[config.mk]
export PLATFORM = sky130hd
export DESIGN_NAME = aes_share_frontend_flat
export DESIGN_NICKNAME = d
export VERILOG_FILES = /design/src/rtl/aes_share_frontend_pkg.sv /design/src/rtl/aes_share_frontend_if.sv /design/src/rtl/aes_share_frontend_sh_xor_recombine.sv /design/src/rtl/aes_share_frontend.sv /design/src/flat_wrapper.sv
export SDC_FILE = /design/constraint.sdc
export NUM_CORES = 1
export LEC_CHECK = 0
export ABC_AREA = 1
export BUFFER_PORTS_ARGS = -buffer_cell sky130_fd_sc_hd__buf_2
export CAP_MARGIN = 20
export CORE_AREA = 5 5 627 629
export CTS_BUF_LIST = sky130_fd_sc_hd__clkbuf_4
export DETAILED_ROUTE_END_ITERATION = 10
export DIE_AREA = 0 0 632 634
export SETUP_SLACK_MARGIN = 0.02
export SYNTH_ARGS = -nofsm -noshare
export SYNTH_HDL_FRONTEND = slang
export SYNTH_SLANG_ARGS = --single-unit
[constraint.sdc]
create_clock -name clk -period 2.7 [get_ports clk]
set_clock_uncertainty 0.1 [all_clocks]
set_input_delay 0.54 -clock clk [delete_from_list [all_inputs] [get_ports clk]]
set_output_delay 0.54 -clock clk [all_outputs]
set_load 0.005 [all_outputs]
[src/rtl/aes_share_frontend_pkg.sv]
// Shared constants, FSM encoding and share-slicing helpers for the AES share frontend.
package aes_share_frontend_pkg;

    localparam int BLK_W      = 128;
    localparam int SEED_W     = 80;
    localparam int PT_MASK_LO = 0;

    typedef enum logic [1:0] {
        ST_IDLE = 2'd0,
        ST_SEED = 2'd1,
        ST_SEND = 2'd2,
        ST_WAIT = 2'd3
    } state_t;

    // Key masks follow the d-1 plaintext masks inside mask_rnd.
    function automatic int key_mask_lo(input int n_sh);
        return BLK_W * (n_sh - 1);
    endfunction

    function automatic int share_lo(input int i);
        return BLK_W * i;
    endfunction

endpackage

[src/rtl/aes_share_frontend_if.sv]
// Host and core side streams of the share frontend; slave is the frontend's view.
interface aes_share_frontend_if
    import aes_share_frontend_pkg::*;
#(
    parameter int d     = 2,
    parameter int CNT_W = 16
) ();

    logic                         pt_valid;
    logic                         pt_ready;
    logic [BLK_W-1:0]             pt_data;
    logic [BLK_W-1:0]             key_data;
    logic                         mask_valid;
    logic [2*BLK_W*(d-1)-1:0]     mask_rnd;
    logic                         seed_in_valid;
    logic                         seed_in_ready;
    logic [SEED_W-1:0]            seed_in;
    logic                         ct_valid;
    logic                         ct_ready;
    logic [BLK_W-1:0]             ct_data;
    logic                         core_in_valid;
    logic                         core_in_ready;
    logic [BLK_W*d-1:0]           core_shares_plaintext;
    logic [BLK_W*d-1:0]           core_shares_key;
    logic                         core_seed_valid;
    logic                         core_seed_ready;
    logic [SEED_W-1:0]            core_seed;
    logic                         core_out_valid;
    logic                         core_out_ready;
    logic [BLK_W*d-1:0]           core_shares_ciphertext;
    logic [CNT_W-1:0]             enc_count;

    modport slave (
        input  pt_valid, pt_data, key_data, mask_valid, mask_rnd,
        input  seed_in_valid, seed_in, ct_ready,
        input  core_in_ready, core_seed_ready, core_out_valid, core_shares_ciphertext,
        output pt_ready, seed_in_ready, ct_valid, ct_data,
        output core_in_valid, core_shares_plaintext, core_shares_key,
        output core_seed_valid, core_seed, core_out_ready, enc_count
    );

    modport master (
        output pt_valid, pt_data, key_data, mask_valid, mask_rnd,
        output seed_in_valid, seed_in, ct_ready,
        output core_in_ready, core_seed_ready, core_out_valid, core_shares_ciphertext,
        input  pt_ready, seed_in_ready, ct_valid, ct_data,
        input  core_in_valid, core_shares_plaintext, core_shares_key,
        input  core_seed_valid, core_seed, core_out_ready, enc_count
    );

endinterface

[src/rtl/aes_share_frontend_sh_xor_recombine.sv]
// XOR-folds n 128-bit shares into one block.
module sh_xor_recombine
    import aes_share_frontend_pkg::*;
#(
    parameter int N = 2
) (
    input  logic [BLK_W*N-1:0] shares,
    output logic [BLK_W-1:0]   value
);

    always_comb begin
        value = '0;
        for (int i = 0; i < N; i++) begin
            value = value ^ shares[share_lo(i) +: BLK_W];
        end
    end

endmodule

[src/rtl/aes_share_frontend.sv]
// Host-side masking adapter for the masked AES core: shares inputs, recombines ciphertext.
//   state | meaning
//   IDLE  | accept seed (priority) or a masked block from the host
//   SEED  | present seed to core until core_seed_ready
//   SEND  | present shared pt/key to core until core_in_ready
//   WAIT  | wait for core ciphertext, stall while output buffer is full
module aes_share_frontend
    import aes_share_frontend_pkg::*;
#(
    parameter int d     = 2,
    parameter int CNT_W = 16
) (
    input  logic              clk,
    input  logic              rst,
    aes_share_frontend_if.slave bus
);

    localparam int KEY_LO = key_mask_lo(d);
    localparam int MSK_W  = BLK_W * (d - 1);

    state_t             state_q, state_d;
    logic [SEED_W-1:0]  seed_q;
    logic [BLK_W*d-1:0] pt_sh_q, key_sh_q;
    logic [BLK_W-1:0]   ct_q, ct_rec, pt_sh0, key_sh0;
    logic               ct_full_q;
    logic [CNT_W-1:0]   cnt_q;
    logic [MSK_W-1:0]   pt_mask, key_mask;
    logic               seed_rdy, pt_rdy, out_rdy;
    logic               seed_fire, pt_fire, core_seed_fire, core_out_fire;

    assign pt_mask  = bus.mask_rnd[PT_MASK_LO +: MSK_W];
    assign key_mask = bus.mask_rnd[KEY_LO +: MSK_W];

    // Share 0 is the data folded with every mask slice, so all d shares XOR back to the data.
    sh_xor_recombine #(.N(d)) u_pt_sh0  (.shares({pt_mask, bus.pt_data}),   .value(pt_sh0));
    sh_xor_recombine #(.N(d)) u_key_sh0 (.shares({key_mask, bus.key_data}), .value(key_sh0));
    sh_xor_recombine #(.N(d)) u_ct_rec  (.shares(bus.core_shares_ciphertext), .value(ct_rec));

    always_comb begin
        state_d  = state_q;
        seed_rdy = 1'b0;
        pt_rdy   = 1'b0;
        out_rdy  = 1'b0;
        unique case (state_q)
            ST_IDLE: begin
                seed_rdy = bus.seed_in_valid;
                pt_rdy   = ~bus.seed_in_valid & bus.mask_valid;
                if (bus.seed_in_valid) begin
                    state_d = ST_SEED;
                end else if (bus.pt_valid && bus.mask_valid) begin
                    state_d = ST_SEND;
                end
            end
            ST_SEED: if (bus.core_seed_ready) state_d = ST_IDLE;
            ST_SEND: if (bus.core_in_ready) state_d = ST_WAIT;
            ST_WAIT: begin
                out_rdy = ~ct_full_q | bus.ct_ready;
                if (bus.core_out_valid && out_rdy) state_d = ST_IDLE;
            end
            default: state_d = ST_IDLE;
        endcase
    end

    assign seed_fire      = seed_rdy & bus.seed_in_valid;
    assign pt_fire        = pt_rdy & bus.pt_valid;
    assign core_seed_fire = (state_q == ST_SEED) & bus.core_seed_ready;
    assign core_out_fire  = out_rdy & bus.core_out_valid;

    always_ff @(posedge clk) begin
        if (rst) begin
            state_q   <= ST_IDLE;
            seed_q    <= '0;
            pt_sh_q   <= '0;
            key_sh_q  <= '0;
            ct_q      <= '0;
            ct_full_q <= 1'b0;
            cnt_q     <= '0;
        end else begin
            state_q <= state_d;
            if (seed_fire) seed_q <= bus.seed_in;
            if (pt_fire) begin
                pt_sh_q  <= {pt_mask, pt_sh0};
                key_sh_q <= {key_mask, key_sh0};
            end
            if (core_seed_fire) begin
                cnt_q <= '0;
            end else if (core_out_fire && cnt_q != '1) begin
                cnt_q <= cnt_q + CNT_W'(1);
            end
            if (core_out_fire) begin
                ct_q      <= ct_rec;
                ct_full_q <= 1'b1;
            end else if (bus.ct_ready) begin
                ct_full_q <= 1'b0;
            end
        end
    end

    assign bus.seed_in_ready         = seed_rdy;
    assign bus.pt_ready              = pt_rdy;
    assign bus.core_out_ready        = out_rdy;
    assign bus.core_in_valid         = (state_q == ST_SEND);
    assign bus.core_seed_valid       = (state_q == ST_SEED);
    assign bus.core_seed             = seed_q;
    assign bus.core_shares_plaintext = pt_sh_q;
    assign bus.core_shares_key       = key_sh_q;
    assign bus.ct_valid              = ct_full_q;
    assign bus.ct_data               = ct_q;
    assign bus.enc_count             = cnt_q;

endmodule

[src/flat_wrapper.sv]
// flat-port wrapper written by rule: the top's interface ports become plain ports
module aes_share_frontend_flat import aes_share_frontend_pkg::*;
#(
    parameter int d     = 2,
    parameter int CNT_W = 16
)
  (clk, rst, bus_pt_valid, bus_pt_data, bus_key_data, bus_mask_valid, bus_mask_rnd, bus_seed_in_valid, bus_seed_in, bus_ct_ready, bus_core_in_ready, bus_core_seed_ready, bus_core_out_valid, bus_core_shares_ciphertext, bus_pt_ready, bus_seed_in_ready, bus_ct_valid, bus_ct_data, bus_core_in_valid, bus_core_shares_plaintext, bus_core_shares_key, bus_core_seed_valid, bus_core_seed, bus_core_out_ready, bus_enc_count);
  aes_share_frontend_if #(.d(d), .CNT_W(CNT_W)) bus_i ();
  input  logic clk;
  input  logic rst;
  input wire logic [$bits(bus_i.pt_valid)-1:0] bus_pt_valid;
  input wire logic [$bits(bus_i.pt_data)-1:0] bus_pt_data;
  input wire logic [$bits(bus_i.key_data)-1:0] bus_key_data;
  input wire logic [$bits(bus_i.mask_valid)-1:0] bus_mask_valid;
  input wire logic [$bits(bus_i.mask_rnd)-1:0] bus_mask_rnd;
  input wire logic [$bits(bus_i.seed_in_valid)-1:0] bus_seed_in_valid;
  input wire logic [$bits(bus_i.seed_in)-1:0] bus_seed_in;
  input wire logic [$bits(bus_i.ct_ready)-1:0] bus_ct_ready;
  input wire logic [$bits(bus_i.core_in_ready)-1:0] bus_core_in_ready;
  input wire logic [$bits(bus_i.core_seed_ready)-1:0] bus_core_seed_ready;
  input wire logic [$bits(bus_i.core_out_valid)-1:0] bus_core_out_valid;
  input wire logic [$bits(bus_i.core_shares_ciphertext)-1:0] bus_core_shares_ciphertext;
  output wire logic [$bits(bus_i.pt_ready)-1:0] bus_pt_ready;
  output wire logic [$bits(bus_i.seed_in_ready)-1:0] bus_seed_in_ready;
  output wire logic [$bits(bus_i.ct_valid)-1:0] bus_ct_valid;
  output wire logic [$bits(bus_i.ct_data)-1:0] bus_ct_data;
  output wire logic [$bits(bus_i.core_in_valid)-1:0] bus_core_in_valid;
  output wire logic [$bits(bus_i.core_shares_plaintext)-1:0] bus_core_shares_plaintext;
  output wire logic [$bits(bus_i.core_shares_key)-1:0] bus_core_shares_key;
  output wire logic [$bits(bus_i.core_seed_valid)-1:0] bus_core_seed_valid;
  output wire logic [$bits(bus_i.core_seed)-1:0] bus_core_seed;
  output wire logic [$bits(bus_i.core_out_ready)-1:0] bus_core_out_ready;
  output wire logic [$bits(bus_i.enc_count)-1:0] bus_enc_count;
  assign bus_i.pt_valid = bus_pt_valid;
  assign bus_i.pt_data = bus_pt_data;
  assign bus_i.key_data = bus_key_data;
  assign bus_i.mask_valid = bus_mask_valid;
  assign bus_i.mask_rnd = bus_mask_rnd;
  assign bus_i.seed_in_valid = bus_seed_in_valid;
  assign bus_i.seed_in = bus_seed_in;
  assign bus_i.ct_ready = bus_ct_ready;
  assign bus_i.core_in_ready = bus_core_in_ready;
  assign bus_i.core_seed_ready = bus_core_seed_ready;
  assign bus_i.core_out_valid = bus_core_out_valid;
  assign bus_i.core_shares_ciphertext = bus_core_shares_ciphertext;
  assign bus_pt_ready = bus_i.pt_ready;
  assign bus_seed_in_ready = bus_i.seed_in_ready;
  assign bus_ct_valid = bus_i.ct_valid;
  assign bus_ct_data = bus_i.ct_data;
  assign bus_core_in_valid = bus_i.core_in_valid;
  assign bus_core_shares_plaintext = bus_i.core_shares_plaintext;
  assign bus_core_shares_key = bus_i.core_shares_key;
  assign bus_core_seed_valid = bus_i.core_seed_valid;
  assign bus_core_seed = bus_i.core_seed;
  assign bus_core_out_ready = bus_i.core_out_ready;
  assign bus_enc_count = bus_i.enc_count;
  aes_share_frontend #(.d(d), .CNT_W(CNT_W)) u_core (.clk(clk), .rst(rst), .bus(bus_i));
endmodule
* Word-level counts from Yosys, hierarchy flattened
Cells that the tools add are included.
** Storage, ports and cells
- Register bits :: 739
- Input port bits :: 857
- Output and inout bits :: 742
- Word-level logic and storage cells :: 45
** Cells by class
- Muxes and demuxes :: 11
- Equal/unequal tests :: 8
- Reduce and logical (&&, ||, !) cells :: 7
- Bitwise logic cells :: 11
- Add/subtract/negate cells :: 1
** Operators with widths (number)
- $xor A128 B128 Y128 :: 3
- $add A16 B1 Y16 const B :: 1
- $ne A16 B16 Y1 const B :: 1
- $mux W2 :: 5
- $pmux W2 S4 :: 1
- $and A1 B1 Y1 :: 5
- $mux W1 :: 5
- $eq A2 B2 Y1 const B :: 2
- $ne A2 B2 Y1 const B :: 2
- $reduce_and A4 Y1 :: 1
- $logic_and A1 B1 Y1 :: 3
- $ne A3 B2 Y1 const B :: 1
- $eq A2 B1 Y1 const B :: 1
- $logic_not A2 Y1 :: 1
- $ne A2 B1 Y1 const B :: 1
- $not A1 Y1 :: 2
- $reduce_bool A2 Y1 :: 1
- $reduce_or A2 Y1 :: 1
- $or A1 B1 Y1 :: 1

* Logic depth before layout (Yosys ltp)
Gate-level depths: netlist (run 1).
- Depth in word-level cells :: 5
- Gate-level depth with buffers :: 10
- Depth with buffers taken out :: 10

* By module
A second synthesis (run 1) with hierarchy kept.
** Unflattened totals
- Cell total of the unflattened synthesis :: 5283
- Area total of the unflattened synthesis :: 33829.9 µm²
** Modules (own cells, without submodules)
- aes_share_frontend :: area each 26623.0 µm², times used 1, cells each 3363, seq. area each 14794.2 µm²
- sh_xor_recombine :: area each 2402.3 µm², times used 3, cells each 640, seq. area each 0.0 µm²

* Least setup slack after synthesis (run 1)
No wires, ideal clock.
- Kind :: input port to output port
- From :: in bus_seed_in_valid
- To :: out bus_seed_in_ready
- Data arrival time :: 1.109 ns
- Data required time :: 2.060 ns
- Path slack :: 0.951 ns
- Path buffers :: 1
- Stages :: 3
- Cells stage by stage :: nand2_1 > inv_2 > buf_1
** Between the ends
- Cells in the longest elaborated chain, start to end :: 1
** RTL lines
- from (decl) :: RTL line flat_wrapper.sv:16 : input wire logic [$bits(bus_i.seed_in_valid)-1:0] bus_seed_in_valid;
- $mux W1 :: RTL line aes_share_frontend.sv:44 : unique case (state_q)
- to (decl) :: RTL line flat_wrapper.sv:24 : output wire logic [$bits(bus_i.seed_in_ready)-1:0] bus_seed_in_ready;
Every way passes these cells.

* Worst setup path after layout (run 1)
- From :: reg u_core.state_q[1]
- To :: out bus_pt_ready
** Between the ends
- Cells in the longest elaborated chain, start to end :: 2
** RTL lines
- from (decl) :: RTL line aes_share_frontend.sv:21 : state_t state_q, state_d;
- from (signal assigned) :: RTL line aes_share_frontend.sv:79 : state_q <= state_d;
- $logic_not A2 Y1 :: RTL line aes_share_frontend.sv:44
- $mux W1 :: RTL line aes_share_frontend.sv:44
- to (decl) :: RTL line flat_wrapper.sv:23 : output wire logic [$bits(bus_i.pt_ready)-1:0] bus_pt_ready;
Every way passes these cells.

==> impl_results.md, run 1 <==
* Outcome: complete, but fails checks
* Violated checks: negative setup slack
* Die height at 634 um
* Adder-cell share of the synthesized area at 0.0440%
* Setup violators final at 16
* Pins Over Slew Limit at 0
* Die area at 401,000 um^2
* PD cells at 554 nW/um^2
* CP Launch Type: flop
* Sequential share of power at 34.1%
* Compound-Gate Fraction of Synth Area at 16.8%
* Mean routed wirelength per cell at slightly below 30 um
* Sw power at between 10 and 15 mW
* Pre-CTS setup slack at 0.0880 ns
* Final net count at 8,038
* Kind of critical path: reg2out
* Clk sink count at 739
* YS warnings at 0
* DP Wirelength at 302,000 um
* Final core occ at 18.4%
* Clock latency on the worst-skew pair at 1.34 ns
* XOR/XNOR Fraction of Synth Area at around an eighth
* Mux share of post-synthesis cell area at 0%
* Worst IR Drop VDD at 730 uV
* Die W at 632 um
* Most frequently used flop master after synthesis: dfxtp_1
* Core area at 387,000 um^2
* Clock share of power at a little under a third
* Maximum fanout along the worst path at 5
* Slew @ Worst Pin at ~1.2 ns
* Remaining global-route overflow at 0
* TritonRoute pass-1 iters at 8
* Sw Share at 36.4%
* Clock Path Buffers at 4
* DR iter-0 viols at 3,373
* Required time of the critical path at 2.06 ns
* Share of cells above drive strength 1 at 35.9%
* Clk slew on worst S/H paths at 0.07 ns
* Max cap viols at 0
* Rows at 229
* Mapped Area at 28,400 um^2
* Tmin final at 2.91 ns
* Rel. slew slack at 18.4%
* Area of the multi-input gates at about 13,000 um^2
* Share of flip-flops with an asynchronous set or reset at 0%
* # DRC at 0
* Root Driver: clkbuf_4
* Vias in the first global route at approximately 44,000
* Largest net degree at the start of global routing at 89
* Reg area at 15,600 um^2
* Fill count at between 40,000 and 50,000
* Worst setup margin at -0.208 ns
* Simple-gate share of the synthesized area at between 10 and 15%
* H-Tree Depth at 4
* WP data arrival at 2.27 ns
* I/O pin total at 1,599
* Synth Register Bits at 739
* Setup crit end kind: primary output
* Syn Nets at about 4,300
* Final hold vios at 0
* Routability cong. at 0.965
* Largest family of logic cells by synthesized area: compound AO/OA/AOI/OAI gates
* Leakage power at 30.0 nW
* Routed Antenna Nets at 0
* Pint at 25.1 mW
* Sequential fraction of the synthesis area at 52.0%
* Routed WL at 373,000 um
* Power share of the combinational group at 35.3%
* Initial Util at 7.34%
* Synth cell types at 21
* RSZ-0062 raised after global routing: yes
* Achievable frequency at 344 MHz
* Total GRT Usage at 17.6%
* Antenna violations before repair at 360
* CTS tree: yes
* Via count at 44,300
* First-pass GRT wire length at 461,000 um
* Vias/cell at 3.49
* Avg Cell Area, Syn at 8.17 um^2
* Tcrit/Tclk final at 108%
* Area growth, synth to finish at 151%
* Post-synth EDFFs at 0
* Hold crit path type: in2reg
* Mapped Cells at 3,480
* Port buffer count at 1,598
* Number of buffers created by CTS at 226
[kinds of logic after synthesis]
| group | Yosys count |
|---|---|
| simple gates | 1125 |
| compound gates | 956 |
| flops | 739 |
| xor+xnor | 389 |
| buf+inv | 270 |
| fa+ha+maj | 1 |
[cell usage in the layout (no fill, tap or decap), types with 13 or more instances in the layout]
| cell | n |
|---|---|
| buf_4 | 143 |
| buf_6 | 339 |
| xor2_1 | 172 |
| dfxtp_2 | 474 |
| clkbuf_4 | 315 |
| dfxtp_4 | 50 |
| inv_1 | 26 |
| dfxtp_1 | 215 |
| buf_8 | 49 |
| clkinv_1 | 47 |
| xnor2_1 | 217 |
| o21ai_0 | 551 |
| nand2_1 | 398 |
| nor2_1 | 700 |
| buf_12 | 118 |
| clkinv_2 | 13 |
| dlygate4sd3_1 | 1955 |
| buf_2 | 1100 |
| diode_2 | 148 |
| a21oi_1 | 398 |
[state kept, by name, summed over array words and instances (netlist names)]
signal and cells:
u_core.state_q 2, u_core.bus.core_shares_key 256, u_core.bus.core_shares_plaintext 256, u_core.bus.enc_count 16, u_core.bus.ct_data 128, u_core.bus.core_seed 80, u_core.bus.ct_valid 1
[final cells by class]
class                           instances  area share [%]
Antenna cell                          148           0.520
Clock buffer                          315            3.32
Clock inverter                         75           0.713
Inverter                               31           0.221
Multi-Input combinational cell       2471            17.6
Sequential cell                       739            21.9
Tap cell                             5197            9.13
Timing Repair Buffer                 3711            46.7
[Yosys cell counts (2+ instances only)]
cell      number  area [um^2]
o21ai_0      558         2790
buf_1          5         18.8
nor2_1       703         2640
a21oi_1      398         1990
xor2_1       172         1510
nor2_2         2         12.5
nor3_1         3         15.0
inv_1         27          101
nand2_1      401         1510
buf_4         17          128
buf_2         72          360
nand3_1       11         55.1
nand4_1        3         18.8
inv_2          3         11.3
clkbuf_1     145          544
dfxtp_1      739        14800
xnor2_1      217         1900
[metal layers]
layer  routed length, um  vias up  global-route usage (%)
li1                    -    19100                       -
met4               28500      236                    10.6
met1              131000    20700                    18.3
met3               40700     1306                    7.96
met2              171000     2978                    28.9
met5                1470        -                       0
[critical path, stage by stage (launching register included)]
cell and delay, ns:
dfxtp_4 0.38, nor2_4 0.20, nand2_2 0.09, nor2_1 0.10
buf_2 0.16
[worst paths after layout]
path | start | endpoint | slack, ns | cells after the start
worst max-delay path | u_core.state_q[1] | bus_pt_ready | -0.21 | 4
worst min-delay path | bus_mask_rnd[187] | u_core.bus.core_shares_key[187] | 0.19 | 4
worst max register to register | u_core.state_q[1] | u_core.state_q[0] | 0.06 | 8
worst min register to register | u_core.bus.core_shares_plaintext[117] | u_core.bus.core_shares_plaintext[117] | 0.36 | 2
[power groups by stage]
stage	Clock [mW]	Combinational (mW)	Sequential, mW
after floorplan	0	2.68	13.2
after global placement	0	8.91	13.1
after detailed placement	0	8.91	13.1
after CTS	12.5	13.9	13.4
after global routing	13.0	14.8	13.6
final	12.0	13.9	13.5
[timing repair]
| action | 4_1_cts | 5_1_grt |
|---|---|---|
| pin swaps | 4 | 4 |
| gates resized for setup | 1630 | 45 |
| endpoints found under the setup margin | 574 | 332 |
| hold buffers | 1956 | 0 |
| hold endpoints to repair | 739 | 0 |
| setup buffers | 30 | 27 |
| gates cloned | 0 | 4 |
[per-stage QoR]
step | cell area [um^2] | total power, mW | cells | setup TNS (ns) | hold slack, ns
after floorplan | 28400 | 15.8 | 3480 | 0 | 0.356
after CTS | 70300 | 39.7 | 12500 | -44.17 | 0.000445
final | 71200 | 39.5 | 12700 | -0.993 | 0.193
after detailed placement | 43000 | 22.1 | 10100 | 0 | 0.347
after global placement | 43000 | 22.0 | 10100 | 0 | 0.345
after global routing | 71100 | 41.4 | 12600 | -13.10 | 0.0589
(Power assumes the default switching activity.)
==> run 2, diff against run 1 <==
--- a/config.mk
+++ b/config.mk
@@ -5,13 +5,13 @@
 export SDC_FILE = /design/constraint.sdc
 export NUM_CORES = 1
 export LEC_CHECK = 0
-export ABC_AREA = 1
+export ABC_AREA = 0
 export BUFFER_PORTS_ARGS = -buffer_cell sky130_fd_sc_hd__buf_2
 export CAP_MARGIN = 20
-export CORE_AREA = 5 5 627 629
+export CORE_AREA = 5 5 629 631
 export CTS_BUF_LIST = sky130_fd_sc_hd__clkbuf_4
 export DETAILED_ROUTE_END_ITERATION = 10
-export DIE_AREA = 0 0 632 634
+export DIE_AREA = 0 0 634 636
 export SETUP_SLACK_MARGIN = 0.02
 export SYNTH_ARGS = -nofsm -noshare
 export SYNTH_HDL_FRONTEND = slang
==> impl_results.md, run 2 <==
* Outcome: complete, but fails checks
* Violated checks: negative setup slack
* Mapped Cells at 3,247 (-6.7%)
* Syn Nets at 4,105 (-5.4%)
* Die height at 636 um (+0.32%)
* Slowest CP cell: dfxtp_4
* First-pass GRT wire length at 438,000 um (-5.1%)
* Worst IR Drop VDD at 349 uV (-52%)
* Register-to-Register Path Depth at 18 (+10)
* WHS Endpoint: u_core.bus.core_shares_key[51]
* TritonRoute pass-1 iters at 6 (-2)
* Mapped Area at 28,600 um^2 (+0.64%)
* Most frequently used flop master after synthesis: dfxtp_1
* Routed WL at 350,000 um (-6.1%)
* RSZ-0062 raised after global routing: yes
* Final hold vios at 0 (unchanged)
* Buf/Inv on CP at 4 (+3)
* Max cap viols at 0 (unchanged)
* Pins Over Slew Limit at 0 (unchanged)
* Leakage power at 29.1 nW (-3.0%)
* DR iter-0 viols at 2,795 (-17%)
* Rel. slew slack at 40.0% (+22 points)
* DP Wirelength at 284,000 um (-6.2%)
* Most common cell after layout, fill and taps aside: dlygate4sd3_1
* Slew @ Worst Pin at 0.900 ns (-0.317 ns)
* Tmin final at 2.94 ns (+0.0349 ns)
* Clock latency on the worst-skew pair at 1.34 ns (about the same)
* Antenna violations before repair at 365 (+1.4%)
* Avg Cell Area, Syn at 8.81 um^2 (+7.9%)
* Vias/cell at 3.43 (-1.8%)
* Sequential fraction of the synthesis area at 51.7% (-0.33 points)
* Synth Register Bits at 739 (unchanged)
* Clk slew on worst S/H paths at 0.09 ns (+0.02 ns)
* Port buffer count at 1,598 (unchanged)
* Rows at 229 (unchanged)
* Die W at 634 um (+0.32%)
* Hold crit path type: in2reg
* Crit path largest cell delay at 0.37 ns (about the same)
* Reg2reg end: u_core.bus.core_seed[25]
* Vias in the first global route at 44,300 (+0.56%)
* Tcrit/Tclk final at 109% (+1.3 points)
* Area growth, synth to finish at 158%
* Worst hold start: bus_key_data[51]
* Post-synth top area share at 51.7% (-0.33 points)
* PD cells at 418 nW/um^2 (-25%)
* Total GRT Usage at 16.4% (-1.2 points)
* Top Family by Delay on Critical Path: buffers and inverters
* I/O pin total at 1,599 (unchanged)
* Origin of the critical flop-to-flop path: u_core.state_q[1]
* Hold depth at 4 (unchanged)
* Setup crit end kind: primary output
* Clk sink count at 739 (unchanged)
* Number of buffers created by CTS at 225 (-0.44%)
* CTS tree: yes
* Synth cell types at 44 (+110%)
* # DRC at 0 (unchanged)
* Most frequent cells in the layout: dlygate4sd3_1, buf_2, nand2_1
* Clock Path Buffers at 4 (unchanged)
* Synth cell count leaders: dfxtp_1, nand2_1, nor2_1
* Setup violators final at 5 (-11)
* CP Launch Type: flop
* Core area at 389,000 um^2 (+0.30%)
* Required time of the critical path at 2.06 ns (about the same)
* Root Driver: clkbuf_4
* R2R Setup Slk at 0.03 ns (-0.03 ns)
* Via count at 43,600 (-1.7%)
* Worst hold slack at 0.225 ns (+0.0321 ns)
* Count leader, synth: dfxtp_1
* Initial Util at 7.36% (+0.025 points)
* Share of cells above drive strength 1 at 39.5% (+3.6 points)
* YS warnings at 0 (unchanged)
* Achievable frequency at 340 MHz (-1.2%)
* Routability cong. at 1.00 (+3.7%)
* PnR Total Power at 30.8 mW (-22%)
* Remaining global-route overflow at 0 (unchanged)
* CP dominant cell by count: buf_6
* Largest net degree at the start of global routing at 81 (-9.0%)
* Worst-path cell chain: nor2_4 -> buf_4 -> buf_6 -> nand2_4 -> inv_4 -> buf_6
* Routed Antenna Nets at 0 (unchanged)
* Post-synth EDFFs at 0 (unchanged)
* H-Tree Depth at 4 (unchanged)
* Final net count at 8,038 (unchanged)
* Yosys top cell by area: dfxtp_1
* Worst setup margin at -0.243 ns (-0.0349 ns)
* WP data arrival at 2.30 ns (+0.03 ns)
* Ranking of synthesized cells by area: dfxtp_1, xnor2_1, a211oi_1, nand2_1, a21oi_1
* Mean routed wirelength per cell at 27.5 um (-6.3%)
* Maximum fanout along the worst path at 3 (-2)
* Die area at 403,000 um^2 (+0.63%)
* Share of flip-flops with an asynchronous set or reset at 0% (unchanged)
* Kind of critical path: reg2out
run 2: power breakdown:
group	internal [mW]	leakage, nW	switching (mW)
clock	5.52	1.68	6.03
combinational	4.09	21.1	3.48
sequential	11.4	6.30	0.342
run 2: per-layer routing:
metal  up-vias  part of all wire (%)  GRT usage (%)
li1      19200                     -              -
met1     20200                    35           16.9
met2      2681                    42           25.1
met3      1229                    15           10.8
met4       270                   7.0           8.77
met5         -                  0.50              0
run 2: metrics by stage:
stage | std cells | instance area, um^2 | util, % | setup TNS, ns | setup WS (ns)
global placement | 9940 | 43500 | 11.2 | 0 | 0.344
global route | 12700 | 73500 | 18.9 | -16.97 | -0.518
detailed placement | 9940 | 43500 | 11.2 | 0 | 0.327
CTS | 12500 | 72400 | 18.6 | -24.93 | -0.515
floorplan | 3247 | 28600 | - | 0 | 0.901
finish | 12700 | 73700 | 19.0 | -0.805 | -0.243
run 2: timing repair:
| item | in CTS | in global routing |
|---|---|---|
| gates cloned | 0 | 6 |
| pin swaps | 3 | 3 |
| setup endpoints to repair | 620 | 446 |
| gates resized for setup | 1720 | 84 |
| hold buffers | 2058 | 0 |
| endpoints found under the hold margin | 739 | 0 |
| buffers inserted | 91 | 61 |
run 2: tightest hold or removal path: stages:
cell	delay [ns]
dlygate4sd3_1	0.64
buf_2	0.15
xnor2_1	0.11
a211oi_1	0.07
run 2: how the worst max path moves through the flow:
| stage | startpoint | slack [ns] | cells after the start | to |
|---|---|---|---|---|
| 2_1_floorplan | u_core.bus.enc_count[0] | 0.90 | 6 | u_core.bus.enc_count[10] |
| 3_3_place_gp | bus_seed_in_valid | 0.34 | 8 | u_core.bus.core_shares_key[86] |
| 3_5_place_dp | bus_seed_in_valid | 0.33 | 9 | u_core.bus.core_shares_key[13] |
| 4_1_cts | u_core.state_q[0] | -0.52 | 4 | bus_pt_ready |
| 5_1_grt | u_core.state_q[1] | -0.52 | 4 | bus_pt_ready |
| 6_report | u_core.state_q[1] | -0.24 | 6 | bus_seed_in_ready |
run 2: area by class of cell:
| type | instances | area (um^2) |
|---|---|---|
| Sequential cell | 739 | 15700 |
| Antenna cell | 161 | 403 |
| Timing Repair Buffer | 3952 | 35500 |
| Fill cell | 42600 | 315000 |
| Multi-Input combinational cell | 2259 | 12800 |
| Clock buffer | 323 | 2420 |
| Clock inverter | 75 | 368 |
| Inverter | 3 | 16.3 |
| Tap cell | 5197 | 6500 |
run 2: cells by family after synthesis:
kind of cell    count (synthesis)  share of synthesized area (%)
flops                         739                           51.7
simple gates                 1119                           15.2
compound gates                750                           17.1
xor+xnor                      384                           11.8
mux                             4                          0.140
fa+ha+maj                       1                         0.0437
buf+inv                       250                           4.00
